## config.mk

```make
export PLATFORM = sky130hd
export DESIGN_NAME = exp3_fluxo_dados
export DESIGN_NICKNAME = d
export VERILOG_FILES = /design/src/rtl/exp3_pkg.sv /design/src/rtl/rom_16x4.sv /design/src/rtl/exp3_fluxo_dados.sv
export SDC_FILE = /design/constraint.sdc
export NUM_CORES = 1
export LEC_CHECK = 0
export ABC_AREA = 1
export ABC_CLOCK_PERIOD_IN_PS = 2320
export BUFFER_PORTS_ARGS = -buffer_cell sky130_fd_sc_hd__buf_4
export CAP_MARGIN = 15
export CORE_MARGIN = 2
export CORE_UTILIZATION = 35
export DETAILED_ROUTE_END_ITERATION = 8
export PLACE_DENSITY = 0.63
export SYNTH_ARGS = -nofsm -noshare
export SYNTH_HDL_FRONTEND = slang
export SYNTH_HIERARCHICAL = 1
export SYNTH_SLANG_ARGS = --single-unit
```

## constraint.sdc

```tcl
create_clock -name clock -period 2.32 [get_ports clock]
set_clock_uncertainty 0.15 [all_clocks]
set_input_delay 0.348 -clock clock [delete_from_list [all_inputs] [get_ports clock]]
set_output_delay 0.348 -clock clock [all_outputs]
set_load 0.01 [all_outputs]
```

## src/rtl/exp3_pkg.sv

```systemverilog
// Shared constants for the Exp3 memory-game datapath: widths and the ROM
// sequence the player must reproduce.
package exp3_pkg;

  localparam int DATA_W    = 4;
  localparam int ADDR_W    = 4;
  localparam int ROM_DEPTH = 2 ** ADDR_W;

  typedef logic [DATA_W-1:0] word_t;
  typedef logic [ADDR_W-1:0] addr_t;

  // Packed with entry 15 leftmost so ROM_INIT[a] yields the word at address a.
  localparam logic [ROM_DEPTH-1:0][DATA_W-1:0] ROM_INIT = {
    4'b0100, 4'b0001, 4'b1000, 4'b1000,   // 15..12
    4'b0100, 4'b0100, 4'b0010, 4'b0010,   // 11..8
    4'b0001, 4'b0001, 4'b0010, 4'b0100,   //  7..4
    4'b1000, 4'b0100, 4'b0010, 4'b0001    //  3..0
  };

endpackage

```

## src/rtl/rom_16x4.sv

```systemverilog
// Combinational 16x4 ROM holding the game sequence from ROM_INIT.
module rom_16x4
  import exp3_pkg::*;
(
  input  logic [ADDR_W-1:0] endereco,
  output logic [DATA_W-1:0] saida
);

  assign saida = ROM_INIT[endereco];

endmodule

```

## src/rtl/exp3_fluxo_dados.sv

```systemverilog
// Exp3 datapath: address counter into the sequence ROM, switch register and
// comparator. Define EXP3_COMPARE_MAGNITUDE_EN to add greater/less-than flags.
module exp3_fluxo_dados
  import exp3_pkg::*;
(
  input  logic              clock,
  input  logic              zeraC,
  input  logic              zeraR,
  input  logic              contaC,
  input  logic              registraR,
  input  logic [DATA_W-1:0] chaves,
  output logic              chavesIgualMemoria,
`ifdef EXP3_COMPARE_MAGNITUDE_EN
  output logic              chavesMaiorMemoria,
  output logic              chavesMenorMemoria,
`endif
  output logic              fimC,
  output logic [ADDR_W-1:0] db_contagem,
  output logic [DATA_W-1:0] db_chaves,
  output logic [DATA_W-1:0] db_memoria
);

  addr_t contagem;
  word_t registro;
  word_t memoria;

  // Each reset clears only its own element, so the controller can restart
  // the sequence without losing the last switch entry.
  always_ff @(posedge clock or posedge zeraC) begin
    if (zeraC)       contagem <= '0;
    else if (contaC) contagem <= contagem + 1'b1;
  end

  always_ff @(posedge clock or posedge zeraR) begin
    if (zeraR)          registro <= '0;
    else if (registraR) registro <= chaves;
  end

  rom_16x4 uRom (
    .endereco (contagem),
    .saida    (memoria)
  );

  assign chavesIgualMemoria = (registro == memoria);
`ifdef EXP3_COMPARE_MAGNITUDE_EN
  assign chavesMaiorMemoria = (registro > memoria);
  assign chavesMenorMemoria = (registro < memoria);
`endif

  assign fimC        = (contagem == addr_t'(ROM_DEPTH - 1));
  assign db_contagem = contagem;
  assign db_chaves   = registro;
  assign db_memoria  = memoria;

endmodule

```

==> run_results.csv <==
group,metric,value,unit
place,place_congestion,0.719,
sta,final-hold-violation-count,0,
global_routing,first_global_vias,402,
setup_path,critical-path-top-cell-by-count,"nand2_1",
clock_network,cts.reportedPaths.clkPinSlew,0.05,ns
setup_path,timing.critical_path.slowest_stage_cell,"dfrtp_1",
sta,worst_hold_slack,0.159,ns
clock_network,ctsLongestPathBuffers,2,
clock_network,tritoncts_clock_tree,"built",
clock_network,insertion_delay,0.25,ns
place,buffer_ports.inserted,22,
power,power.static_leakage,0.409,nW
power,cellPowerDensity,1250,nW/um^2
setup_path,timing.critical_path.to_type,"output pin",
final_layout,layout_common_cells,"22 x buf_4, 21 x nand2_1, 14 x inv_1",
setup_path,crit_buf_inv,2,
detailed_routing,routed-via-count,469,
global_routing,overflow,0,
global_routing,first_pass_grt_wire_length,1730,um
logic_synthesis,synth_seq_cells,8,
place,final_hpwl_dp,876,um
power,irDropWorstVdd,665,uV
final_layout,nets,103,
final_layout,final_core_utilization,54.8,%
floorplanning,coreArea,1280,um^2
place,dp.cells,101,
floorplanning,initial_utilization,37.2,%
sta,tightest_slew,0.257,ns
global_routing,initial_antenna_violation_count,0,
sta,final.period_utilization,89.4,%
detailed_routing,wl_per_cell,10.5,um
logic_synthesis,syn_nets,74,
setup_path,critical-path-max-stage-delay,0.46,ns
setup_path,critical_path.cell_chain,"nor2_1 -> nand2_1 -> nand2_1 -> nand2_1 -> inv_1 -> nand2_1 -> nand2_1 -> nand2_1 -> nor2_1 -> buf_4",
detailed_routing,post-route-drc-count,0,
sta,layout_setup_ws,0.246,ns
floorplanning,die_width,41.0,um
flow_run,maxCapViolations,0,
power,design_power_total,0.882,mW
clock_network,cts_max_level,1,
min_path,class_of_the_tightest_hold_or_removal_check,"in -> reg",
clock_network,numCtsBuffers,3,
sta,maxSlewHeadroom,82.8,%
setup_path,critical_path_peak_fanout,8,
setup_path,setup.worst_path.class,"reg -> out",
detailed_routing,drt_iter0_drc,5,
place,detailedPlace.worstSlack,0.513,ns
final_layout,mostFrequentLayoutCell,"buf_4",
detailed_routing,detail_route.vias_per_cell,4.42,
clock_network,ctsRootBufferMaster,"clkbuf_4",
final_layout,signed_area_change_from_the_synthesized_netlist_to_the_final_layout,47.4,%
floorplanning,die_area,1680,um^2
final_layout,postLayoutCellArea,704,um^2
sta,final_period_minus_worst_setup_slack,2.07,ns
clock_network,ctsResizeCount,0,
clock_network,cts.sink_count,8,
outcome,outcome,"finished clean",
detailed_routing,drt_pass_1_iters,4,
sta,final-setup-viol-count,0,
detailed_routing,final_antenna_net_count,0,
sta,setup_repair_after_global_routing_missed_its_margin,"no",
floorplanning,floorplan.rows,13,
logic_synthesis,synth-seq-area-share,41.9,%
sta,fmaxAchievable,482,MHz
setup_path,worstPathArrival,1.58,ns
final_layout,antenna-diode-count,0,
sta,final_max_slew_viol_count,0,
logic_synthesis,synth.yosys.warnings,6,
place,dpl-instance-area,662,um^2
final_layout,finalNonFillerCells,106,
logic_synthesis,post_synth.cell_area_avg,7.47,um^2
floorplanning,io-pin-count,23,
logic_synthesis,post_synth_inst_count,64,
setup_path,critical_path.top_delay_family,"simple AND/OR/NAND/NOR gates",
floorplanning,die_height,41.0,um
final_layout,final_layout_size_suffix_gt1_share,30.8,%
logic_synthesis,synth.distinct_cells,12,
detailed_routing,postRouteWirelength,1120,um
global_routing,grt_start_max_net_pins,10,
logic_synthesis,synth_area,478,um^2
setup_path,required,1.82,ns
sta,tns,0,ns
setup_path,cp-start-kind,"register",
global_routing,grt_use_total,16.7,%
## tightest hold or removal path: cells and delay by family
kind,cells,cell delay (ns)
AND/OR/NAND/NOR,1,0.03
buffers and inverters,1,0.08
AO/OA/AOI/OAI,1,0.06
## what timing repair did
action	in CTS	in global routing
hold buffers	2	0
endpoints found under the hold margin	8	0
buffers inserted	0	0
## cell families (layout without fill, tap and decap cells)
group / Yosys count / after routing / synth area share [%]
flops: 8 / 8 / 41.9
xor+xnor: 5 / 5 / 9.16
compound gates: 4 / 4 / 4.19
buf+inv: 14 / 41 / 11.0
fa+ha+maj: 1 / 1 / 2.62
mux: 3 / 3 / 7.07
simple gates: 29 / 29 / 24.1
## registers in the layout (all words and copies together), names as in the netlist
signal / cells
db_chaves: 4
db_contagem: 4
## routing by layer
| layer | vias up | global-route usage, % | wire [um] | share of wire (%) |
|---|---|---|---|---|
| li1 | 246 | - | - | - |
| met1 | 209 | 21.5 | 504 | 45 |
| met2 | 12 | 24.2 | 566 | 51 |
| met3 | 2 | 4.89 | 32 | 2.9 |
| met4 | 0 | 10.0 | 12 | 1.1 |
| met5 | - | 0 | 0 | 0 |
## Yosys cell counts
library cell   n  share of area, %
nand2_1       21                16
dfrtp_1        8                42
nand3_1        3               3.1
and3_1         1               1.3
xnor2_1        2               3.7
o21ai_0        2               2.1
inv_1         14                11
a21oi_1        2               2.1
nor2_1         4               3.1
xor2_1         3               5.5
ha_1           1               2.6
mux2_2         3               7.1
## report_power, final
group | switching, mW | internal [mW] | total (mW)
Sequential | 0.0847 | 0.183 | 0.268
Combinational | 0.254 | 0.257 | 0.511
Clock | 0.0438 | 0.0590 | 0.103
## layout make-up
cell class / instances / area [um^2]
Clock buffer: 3 / 22.5
Fill cell: 117 / 581
Inverter: 14 / 52.6
Multi-Input combinational cell: 42 / 225
Sequential cell: 8 / 200
Tap cell: 15 / 18.8
Timing Repair Buffer: 24 / 185
## path summary, 6_finish.rpt
kind | slack, ns | endpoint | startpoint | cells past startpoint
max in group asynchronous | 1.46 | db_chaves[1]$_DFFE_PP0P_ | zeraR | 3
worst max-delay path | 0.25 | chavesIgualMemoria | db_contagem[2]$_DFFE_PP0P_ | 10
min in group asynchronous | 0.39 | db_contagem[0]$_DFFE_PP0P_ | zeraC | 3
worst max register to register | 1.03 | db_contagem[1]$_DFFE_PP0P_ | db_contagem[0]$_DFFE_PP0P_ | 2
worst min-delay path | 0.16 | db_chaves[0]$_DFFE_PP0P_ | chaves[0] | 3
worst min register to register | 0.42 | db_chaves[1]$_DFFE_PP0P_ | db_chaves[1]$_DFFE_PP0P_ | 2
(Power assumes the default switching activity.)
